<file path="src/rtl/hazard_ctrl_pkg.sv">
// Shared types for the DLX pipeline sequencer: FSM states, control bundle and output resolution.
package dlx_pipe_pkg;

  typedef enum logic [1:0] {
    RUN      = 2'd0,
    LD_STALL = 2'd1,
    MEM_WAIT = 2'd2,
    ERR      = 2'd3
  } hz_state_t;

  localparam logic [4:0] REG_ZERO = 5'd0;

  typedef struct packed {
    logic pc_hold;
    logic ifid_hold;
    logic ifid_flush;
    logic idex_bubble;
    logic back_hold;
    logic mem_err;
  } pipe_ctrl_t;

  // A flush always beats a hold on IF/ID, and a frozen back end freezes ID->EX too.
  function automatic pipe_ctrl_t resolve_ctrl(input pipe_ctrl_t c);
    pipe_ctrl_t r;
    r = c;
    if (r.ifid_flush) r.ifid_hold = 1'b0;
    if (r.back_hold) r.idex_bubble = 1'b0;
    return r;
  endfunction

endpackage

</file>
<file path="src/rtl/hazard_ctrl_if.sv">
// Pipeline-side view of the hazard sequencer: stage fields in, hold/flush/bubble controls out.
interface hazard_ctrl_if;

  logic [4:0] Rs1_ID;
  logic [4:0] Rs2_ID;
  logic       use_rs2_ID;
  logic [4:0] Rd_EX;
  logic       d_load_enable_EX;
  logic       pc_cmd_EX;
  logic       Pc_cmd_id;
  logic       d_req_MEM;
  logic       d_ack_MEM;

  logic       pc_hold;
  logic       ifid_hold;
  logic       ifid_flush;
  logic       idex_bubble;
  logic       back_hold;
  logic       mem_err;

  modport master (
    output Rs1_ID, Rs2_ID, use_rs2_ID, Rd_EX, d_load_enable_EX,
           pc_cmd_EX, Pc_cmd_id, d_req_MEM, d_ack_MEM,
    input  pc_hold, ifid_hold, ifid_flush, idex_bubble, back_hold, mem_err
  );

  modport slave (
    input  Rs1_ID, Rs2_ID, use_rs2_ID, Rd_EX, d_load_enable_EX,
           pc_cmd_EX, Pc_cmd_id, d_req_MEM, d_ack_MEM,
    output pc_hold, ifid_hold, ifid_flush, idex_bubble, back_hold, mem_err
  );

endinterface

</file>
<file path="src/rtl/hazard_ctrl_detect.sv">
// Combinational read-after-write compare between a producing stage and the ID source operands.
module hazard_detect
  import dlx_pipe_pkg::*;
(
  input  logic [4:0] rd,
  input  logic       rd_valid,
  input  logic [4:0] rs1,
  input  logic [4:0] rs2,
  input  logic       use_rs2,
  output logic       hazard
);

  logic hit_rs1;
  logic hit_rs2;

  always_comb begin
    hit_rs1 = (rd == rs1);
    hit_rs2 = use_rs2 && (rd == rs2);
    hazard  = rd_valid && (rd != REG_ZERO) && (hit_rs1 || hit_rs2);
  end

endmodule

</file>
<file path="src/rtl/hazard_ctrl.sv">
// DLX hazard sequencer: owns PC/IF-ID/ID-EX/back-end hold, flush and bubble decisions.
// Optional performance counters (stall_cnt, flush_cnt, cnt_clr) under `HAZARD_PERF_CNT_EN.
module hazard_ctrl
  import dlx_pipe_pkg::*;
#(
  parameter int unsigned LOAD_USE_CYC = 1,
  parameter int unsigned MEM_TMO      = 15
) (
  input  logic          clk,
  input  logic          reset_n,
  hazard_ctrl_if.slave  hz
`ifdef HAZARD_PERF_CNT_EN
  ,
  input  logic          cnt_clr,
  output logic [31:0]   stall_cnt,
  output logic [31:0]   flush_cnt
`endif
);

  localparam logic [1:0] LD_EXTRA = 2'(LOAD_USE_CYC - 1);
  localparam logic [3:0] TMO      = 4'(MEM_TMO);

  hz_state_t  state, state_nx;
  logic [1:0] ld_cnt, ld_cnt_nx;
  logic [3:0] mem_cnt, mem_cnt_nx;
  logic       load_use;
  logic       mem_wait;
  logic       ld_pending;
  pipe_ctrl_t ctrl_raw;
  pipe_ctrl_t ctrl;

  hazard_detect u_detect (
    .rd       (hz.Rd_EX),
    .rd_valid (hz.d_load_enable_EX),
    .rs1      (hz.Rs1_ID),
    .rs2      (hz.Rs2_ID),
    .use_rs2  (hz.use_rs2_ID),
    .hazard   (load_use)
  );

  assign mem_wait = hz.d_req_MEM & ~hz.d_ack_MEM;

  always_ff @(posedge clk or negedge reset_n) begin
    if (!reset_n) begin
      state   <= RUN;
      ld_cnt  <= '0;
      mem_cnt <= '0;
    end else begin
      state   <= state_nx;
      ld_cnt  <= ld_cnt_nx;
      mem_cnt <= mem_cnt_nx;
    end
  end

  // ld_cnt survives a MEM wait, so a nonzero count in MEM_WAIT means the ack
  // cycle resumes the interrupted load-use stall rather than returning to RUN.
  always_comb begin
    state_nx   = state;
    ld_cnt_nx  = ld_cnt;
    mem_cnt_nx = '0;
    ctrl_raw   = '0;
    ld_pending = (state == LD_STALL) || ((state == MEM_WAIT) && (ld_cnt != '0));

    if (state == ERR) begin
      ctrl_raw.pc_hold   = 1'b1;
      ctrl_raw.ifid_hold = 1'b1;
      ctrl_raw.back_hold = 1'b1;
      ctrl_raw.mem_err   = 1'b1;
    end else if (mem_wait) begin
      ctrl_raw.pc_hold   = 1'b1;
      ctrl_raw.ifid_hold = 1'b1;
      ctrl_raw.back_hold = 1'b1;
      mem_cnt_nx         = mem_cnt + 4'd1;
      state_nx           = (mem_cnt_nx == TMO) ? ERR : MEM_WAIT;
    end else if (hz.pc_cmd_EX) begin
      ctrl_raw.ifid_flush  = 1'b1;
      ctrl_raw.idex_bubble = 1'b1;
      ld_cnt_nx            = '0;
      state_nx             = RUN;
    end else if (ld_pending) begin
      ctrl_raw.pc_hold     = 1'b1;
      ctrl_raw.ifid_hold   = 1'b1;
      ctrl_raw.idex_bubble = 1'b1;
      ld_cnt_nx            = ld_cnt - 2'd1;
      state_nx             = (ld_cnt == 2'd1) ? RUN : LD_STALL;
    end else if (load_use) begin
      ctrl_raw.pc_hold     = 1'b1;
      ctrl_raw.ifid_hold   = 1'b1;
      ctrl_raw.idex_bubble = 1'b1;
      if (LOAD_USE_CYC > 1) begin
        ld_cnt_nx = LD_EXTRA;
        state_nx  = LD_STALL;
      end else begin
        state_nx  = RUN;
      end
    end else begin
      ctrl_raw.ifid_flush = hz.Pc_cmd_id;
      state_nx            = RUN;
    end
  end

  always_comb begin
    ctrl = resolve_ctrl(ctrl_raw);
    if (!reset_n) ctrl = '0;
  end

  assign hz.pc_hold     = ctrl.pc_hold;
  assign hz.ifid_hold   = ctrl.ifid_hold;
  assign hz.ifid_flush  = ctrl.ifid_flush;
  assign hz.idex_bubble = ctrl.idex_bubble;
  assign hz.back_hold   = ctrl.back_hold;
  assign hz.mem_err     = ctrl.mem_err;

`ifdef HAZARD_PERF_CNT_EN
  always_ff @(posedge clk or negedge reset_n) begin
    if (!reset_n) begin
      stall_cnt <= '0;
      flush_cnt <= '0;
    end else if (cnt_clr) begin
      stall_cnt <= '0;
      flush_cnt <= '0;
    end else begin
      stall_cnt <= stall_cnt + 32'(ctrl.pc_hold);
      flush_cnt <= flush_cnt + 32'(ctrl.ifid_flush);
    end
  end
`endif

endmodule
</file>
<file path="src/flat_wrapper.sv">
// flat-port wrapper written by rule: the top's interface ports become plain ports
module hazard_ctrl_flat import dlx_pipe_pkg::*;
#(
  parameter int unsigned LOAD_USE_CYC = 1,
  parameter int unsigned MEM_TMO      = 15
)
  (clk, reset_n, hz_Rs1_ID, hz_Rs2_ID, hz_use_rs2_ID, hz_Rd_EX, hz_d_load_enable_EX, hz_pc_cmd_EX, hz_Pc_cmd_id, hz_d_req_MEM, hz_d_ack_MEM, hz_pc_hold, hz_ifid_hold, hz_ifid_flush, hz_idex_bubble, hz_back_hold, hz_mem_err);
  hazard_ctrl_if hz_i ();
  input  logic clk;
  input  logic reset_n;
  input wire logic [$bits(hz_i.Rs1_ID)-1:0] hz_Rs1_ID;
  input wire logic [$bits(hz_i.Rs2_ID)-1:0] hz_Rs2_ID;
  input wire logic [$bits(hz_i.use_rs2_ID)-1:0] hz_use_rs2_ID;
  input wire logic [$bits(hz_i.Rd_EX)-1:0] hz_Rd_EX;
  input wire logic [$bits(hz_i.d_load_enable_EX)-1:0] hz_d_load_enable_EX;
  input wire logic [$bits(hz_i.pc_cmd_EX)-1:0] hz_pc_cmd_EX;
  input wire logic [$bits(hz_i.Pc_cmd_id)-1:0] hz_Pc_cmd_id;
  input wire logic [$bits(hz_i.d_req_MEM)-1:0] hz_d_req_MEM;
  input wire logic [$bits(hz_i.d_ack_MEM)-1:0] hz_d_ack_MEM;
  output wire logic [$bits(hz_i.pc_hold)-1:0] hz_pc_hold;
  output wire logic [$bits(hz_i.ifid_hold)-1:0] hz_ifid_hold;
  output wire logic [$bits(hz_i.ifid_flush)-1:0] hz_ifid_flush;
  output wire logic [$bits(hz_i.idex_bubble)-1:0] hz_idex_bubble;
  output wire logic [$bits(hz_i.back_hold)-1:0] hz_back_hold;
  output wire logic [$bits(hz_i.mem_err)-1:0] hz_mem_err;
  assign hz_i.Rs1_ID = hz_Rs1_ID;
  assign hz_i.Rs2_ID = hz_Rs2_ID;
  assign hz_i.use_rs2_ID = hz_use_rs2_ID;
  assign hz_i.Rd_EX = hz_Rd_EX;
  assign hz_i.d_load_enable_EX = hz_d_load_enable_EX;
  assign hz_i.pc_cmd_EX = hz_pc_cmd_EX;
  assign hz_i.Pc_cmd_id = hz_Pc_cmd_id;
  assign hz_i.d_req_MEM = hz_d_req_MEM;
  assign hz_i.d_ack_MEM = hz_d_ack_MEM;
  assign hz_pc_hold = hz_i.pc_hold;
  assign hz_ifid_hold = hz_i.ifid_hold;
  assign hz_ifid_flush = hz_i.ifid_flush;
  assign hz_idex_bubble = hz_i.idex_bubble;
  assign hz_back_hold = hz_i.back_hold;
  assign hz_mem_err = hz_i.mem_err;
  hazard_ctrl #(.LOAD_USE_CYC(LOAD_USE_CYC), .MEM_TMO(MEM_TMO)) u_core (.clk(clk), .reset_n(reset_n), .hz(hz_i));
endmodule
</file>
<file path="config.mk">
export PLATFORM = sky130hd
export DESIGN_NAME = hazard_ctrl_flat
export DESIGN_NICKNAME = d
export VERILOG_FILES = /design/src/rtl/hazard_ctrl_pkg.sv /design/src/rtl/hazard_ctrl_if.sv /design/src/rtl/hazard_ctrl_detect.sv /design/src/rtl/hazard_ctrl.sv /design/src/flat_wrapper.sv
export SDC_FILE = /design/constraint.sdc
export NUM_CORES = 1
export LEC_CHECK = 0
export BUFFER_PORTS_ARGS = -buffer_cell sky130_fd_sc_hd__buf_2
export CAP_MARGIN = 10
export CORE_MARGIN = 2
export CORE_UTILIZATION = 35
export CTS_BUF_LIST = sky130_fd_sc_hd__clkbuf_16
export CTS_CLUSTER_DIAMETER = 80
export DETAILED_ROUTE_END_ITERATION = 16
export GPL_TIMING_DRIVEN = 0
export PLACE_DENSITY_LB_ADDON = 0.08
export SYNTH_ARGS = -nofsm -noshare
export SYNTH_HDL_FRONTEND = slang
export SYNTH_SLANG_ARGS = --single-unit
</file>
<file path="constraint.sdc">
create_clock -name clk -period 1.9 [get_ports clk]
set_clock_uncertainty 0.2 [all_clocks]
set_input_delay 0.475 -clock clk [delete_from_list [all_inputs] [get_ports clk]]
set_output_delay 0.475 -clock clk [all_outputs]
set_load 0.01 [all_outputs]
</file>
== Word level (Yosys, flattened, before mapping) ==
Cells that the tools add are included.
W data, S select, Z words.

* Memory bits (read-only): 0
* Bits in latches: 0
* Word-level logic and storage cells: 53
* Bits in registers: 8
* Bits in writable memories: 0
* Input port bits: 23
* Memories kept: 0

* Div/mod/pow operators: 0
* Add/sub/neg operators: 2
* Magnitude comparators: 0
* Bitwise gates (word level): 4
* $mul: 0
* Multiplexer cells: 27
* Shifts and indexed selects: 0
* Equal/unequal tests: 7
* Reductions and logical operators: 10

{| class="wikitable"
|+ Operators by type and width
! kind !! number
|-
| $mux W2 || 13
|-
| $mux W1 || 11
|-
| $eq A5 B5 Y1 || 2
|-
| $mux W4 || 2
|-
| $mux W6 || 1
|-
| $reduce_bool A5 Y1 || 1
|-
| $add A4 B1 Y4 const B || 1
|-
| $eq A2 B1 Y1 const B || 2
|-
| $eq A2 B2 Y1 const B || 2
|-
| $eq A4 B4 Y1 const B || 1
|-
| $logic_and A1 B1 Y1 || 4
|-
| $reduce_bool A2 Y1 || 2
|-
| $not A1 Y1 || 3
|-
| $reduce_and A3 Y1 || 1
|-
| $logic_or A1 B1 Y1 || 2
|-
| $sub A2 B1 Y2 const B || 1
|-
| $and A1 B1 Y1 || 1
|}

== Depth between registers and ports, before layout ==
* Depth after elaboration: 11
* Mapped depth: 6
* Gate-level depth less buffers: 6

== By module ==
A second synthesis with hierarchy kept.

* Cell total of the unflattened synthesis: 67
* Area total of the unflattened synthesis: 615.6 um2

{| class="wikitable"
|+ Modules (own cells, without submodules)
! module !! times used !! cells an instance !! area an instance (um2) !! seq. area each (um2)
|-
| hazard_ctrl || 1 || 50 || 483.0 || 200.2
|-
| hazard_detect || 1 || 17 || 132.6 || 0.0
|}

== Worst setup path before layout ==
No wires, ideal clock.

* Kind: input port to output port
* Start point: input hz_Rd_EX[4]
* End point: output hz_ifid_hold
* Stages on the path: 4
* Arrival time: 1.563 ns
* Slack: -0.338 ns
* Cell sequence: xor2_1 > nor4_2 > a32oi_1 > o41ai_1

* Longest elaborated chain between the ends: 11
* Elaborated cells between the ends (all ways): 19
* Classes of those cells: 2 x eq/ne; 12 x mux; 5 x reduce/logical

{| class="wikitable"
|+ Ends and longest elaborated chain
! what !! line !! RTL
|-
| from (decl) || flat_wrapper.sv:14 || <nowiki>input wire logic [$bits(hz_i.Rd_EX)-1:0] hz_Rd_EX;</nowiki>
|-
| $eq A5 B5 Y1 || hazard_ctrl_detect.sv:18 || <nowiki>hit_rs2 = use_rs2 && (rd == rs2);</nowiki>
|-
| $logic_and A1 B1 Y1 || hazard_ctrl_detect.sv:18 ||
|-
| $logic_or A1 B1 Y1 || hazard_ctrl_detect.sv:19 || <nowiki>hazard = rd_valid && (rd != REG_ZERO) && (hit_rs1 || hit_rs2);</nowiki>
|-
| $logic_and A1 B1 Y1 (*) || hazard_ctrl_detect.sv:19 ||
|-
| $mux W2 or $mux W1 (tied branches) || hazard_ctrl.sv:86 || <nowiki>end else if (load_use) begin</nowiki>
|-
| $mux W2 or $mux W1 (tied branches) || hazard_ctrl.sv:80 || <nowiki>end else if (ld_pending) begin</nowiki>
|-
| $mux W2 || hazard_ctrl.sv:75 || <nowiki>end else if (hz.pc_cmd_EX) begin</nowiki>
|-
| $mux W2 || hazard_ctrl.sv:69 || <nowiki>end else if (mem_wait) begin</nowiki>
|-
| $mux W2 || hazard_ctrl.sv:64 || <nowiki>if (state == ERR) begin</nowiki>
|-
| $mux W1 (*) || hazard_ctrl_pkg.sv:26 || <nowiki>if (r.ifid_flush) r.ifid_hold = 1'b0;</nowiki>
|-
| $mux W6 (*) || hazard_ctrl.sv:104 || <nowiki>if (!reset_n) ctrl = '0;</nowiki>
|-
| to (decl) || flat_wrapper.sv:21 || <nowiki>output wire logic [$bits(hz_i.ifid_hold)-1:0] hz_ifid_hold;</nowiki>
|}

Every way passes the cells marked *; elsewhere a longest branch is shown, timed or not.

== Worst setup path in the final report ==
* Start point: input hz_Rd_EX[4]
* End point: output hz_ifid_flush

* Longest elaborated chain between the ends: 10
* Elaborated cells between the ends (all ways): 13
* Classes of those cells: 2 x eq/ne; 6 x mux; 5 x reduce/logical

{| class="wikitable"
|+ Ends and longest elaborated chain
! what !! line !! RTL
|-
| $eq A5 B5 Y1 || hazard_ctrl_detect.sv:18 ||
|-
| $logic_and A1 B1 Y1 || hazard_ctrl_detect.sv:18 ||
|-
| $logic_or A1 B1 Y1 || hazard_ctrl_detect.sv:19 ||
|-
| $logic_and A1 B1 Y1 (*) || hazard_ctrl_detect.sv:19 ||
|-
| $mux W1 (*) || hazard_ctrl.sv:86 ||
|-
| $mux W1 (*) || hazard_ctrl.sv:80 ||
|-
| $mux W2 (*) || hazard_ctrl.sv:75 ||
|-
| $mux W2 (*) || hazard_ctrl.sv:69 ||
|-
| $mux W2 (*) || hazard_ctrl.sv:64 ||
|-
| $mux W6 (*) || hazard_ctrl.sv:104 ||
|-
| to (decl) || flat_wrapper.sv:22 || <nowiki>output wire logic [$bits(hz_i.ifid_flush)-1:0] hz_ifid_flush;</nowiki>
|}

Marked as above.

==> metrics <==
status finished with violations; failing checks setup timing; Syn Area/Cell 8.741 µm²; Slowest cell on crit path or4_4; initial antenna violation count 0; clock network latency to the later pin of the worst-skew pair 0.23 ns; Nets 139; chip height 46.99 µm; WP data required 1.22 ns; max-cap violations 0; die footprint 2208 µm²; Critical Path AT 1.66 ns; First-pass DRT Iterations 4; Hold EP u_core.mem_cnt[0]$_DFF_PN0_; PwrDens 863.7 nW/µm²; setup_tns -1.807 ns; crit path kind in -> out; Setup-failing EPs final 5; clock period minus worst slack 2.337 ns; CP endpoint kind output port; worst slack at placement -0.5722 ns; Synth area leaders dfrtp_1 31%, xor2_1 14%, ha_1 7.7%, nor2_1 4.6%, o41ai_1 4.1%; RSZ-0062 raised after global routing true; Syn Std Cell Area 646.9 µm²; drt drc 0; Worst-Margin Slew 0.3923 ns; Synth area leader dfrtp_1; number of vias per cell 4.830; Tot GR Track Use 16.67%; Top Ports 29; Reg2Reg Depth 6; commonest non-fill, non-tap cells in the layout 24 x buf_2, 9 x xor2_1, 8 x nor2_1, 8 x dfrtp_1; final worst setup slack -0.4369 ns; Critical Path Source Type primary input; first-pass GRT wire length 2532 µm; Antenna Cells 0; Gate Count Post-Synth 74; root buffer cell clkbuf_16; Core ar. 1727 µm²; Critical R2R Launch u_core.ld_cnt[0]$_DFFE_PN0P_; DRT iter0 DRCs 2; final worst path period share 123.0%; H-tree depth 1; sequential element share of the synthesized area 30.95%; fraction of layout cells with a size suffix above 1 46.36%; largest net degree at the start of global routing 10; main flop type after synthesis dfrtp_1; Initial Util 37.46%; worst hold path class reg -> reg; remaining antenna violation count after routing 0; Yosys reg bits 8; CP most frequent cell buf_2; yosys warns 0; via count 652; gpl congestion 0.7150; WL per Instance 11.63 µm; clock-pin slew of the registers on the worst-case setup and hold paths 0.03 ns; Hold Path Cell Cnt 1; Leakage 0.0004899 µW; Post-DP HPWL 1161 µm; final-report hold violation count 0; CP peak stage delay 0.53 ns; number of global-route vias before repair 577; Mapped Nets 101; worst reg-to-reg setup slack 0.18 ns; worst r2r dst u_core.ld_cnt[0]$_DFFE_PN0P_; Clock Path Buffers 2; CTS Sinks 8; Highest Clock Rate 427.9 MHz; worst rel slew slack 73.51%; post-synth top area share 30.95%; CTS tree yes; number of distinct library cells after synthesis 29; CTS buffer count 3; fin. max-slew vios 0; Routed Wire Length 1570 µm; HP Start u_core.mem_cnt[0]$_DFF_PN0_; Async SR Flop Fraction 100.0%; largest fanout on the critical path 3; I/O Buffers 27; most common cell after layout, fill and taps aside buf_2; top cell family by delay on the critical path simple AND/OR/NAND/NOR gates; Worst Path Buf+Inv 2; die boundary width 46.99 µm; Post-synth EDFFs 0; Cell Chain, Critical Path buf_2 > or4_4 > o21ai_4 > a32o_1 > a31o_1 > buf_2; Area growth, synth to finish 60.93%; Peak VDD IR 0.7327 mV; Fin Hold WS 0.2848 ns; Core Util, Final 60.29%; grt total ovfl 0; row count 15; Tot Pwr 899.1 µW
layer usage:
layer	vias to the layer above	track usage, %	share of wire [%]
met5	-	0	0
met3	0	5.769	5.0
met4	0	3.333	0
met2	19	26.85	55
met1	298	21.85	40
li1	335	-	-
cell families after synthesis:
family | Yosys count | share of synthesized area (%)
fa+ha+maj | 4 | 7.737
xor+xnor | 12 | 16.25
flops | 8 | 30.95
compound gates | 17 | 18.96
mux | 1 | 1.741
simple gates | 26 | 20.89
buf+inv | 6 | 3.481
state kept, by name, indices dropped and copies added, names as in the netlist:
signal / flops
u_core.state: 2
u_core.mem_cnt: 4
u_core.ld_cnt: 2
report_power, final:
group	internal [µW]	switching, µW	total (µW)	leakage, µW
sequential	195	21.1	216	0.000108
clock	271	75.7	346	0.0000370
combinational	180	157	337	0.000344
total	645	254	899	0.000490
synth_stat cells, types with 2 or more instances:
master / count
dfrtp_1: 8
a21oi_1: 2
o41ai_1: 3
inv_1: 5
nand2_1: 5
o21ai_0: 5
xnor2_1: 2
nor2b_1: 2
xor2_1: 10
nor3_1: 2
nand2b_1: 2
ha_1: 4
nor2_1: 8
metrics by stage:
stage / area [µm²] / cells
after global placement: 843.3 / 126
after global routing: 1041 / 135
after CTS: 1026 / 134
final: 1041 / 135
after floorplan: 676.9 / 74
after detailed placement: 843.3 / 126
what timing repair did:
item | CTS | global route
resized for setup | 15 | 2
endpoints found under the hold margin | 8 | 0
setup buffers | 4 | 1
hold buffers | 1 | 0
pin swaps | 11 | 1
setup endpoints to repair | 4 | 5
how the worst max path moves through the flow:
stage | startpoint | to | slack [ns] | cells after the start
after floorplan | hz_Rd_EX[2] | hz_ifid_flush | -0.28 | 4
after global placement | hz_Rd_EX[4] | hz_ifid_hold | -0.54 | 6
after detailed placement | hz_Rd_EX[4] | hz_ifid_hold | -0.57 | 6
after CTS | u_core.ld_cnt[1]$_DFFE_PN0P_ | hz_ifid_flush | -0.45 | 7
after global routing | u_core.ld_cnt[0]$_DFFE_PN0P_ | hz_ifid_flush | -0.52 | 7
final | hz_Rd_EX[4] | hz_ifid_flush | -0.44 | 6
cell type report:
cell class              count  area (µm²)
multi-input cells          60       510.5
fillers                   167       685.7
flip-flops and latches      8       200.2
clock buffers               3       75.07
inverters                   5       18.77
plain buffers               1       3.754
well taps                  25       31.28
repair buffers             33       201.4
No activity file was read; power rests on OpenSTA's default activity.
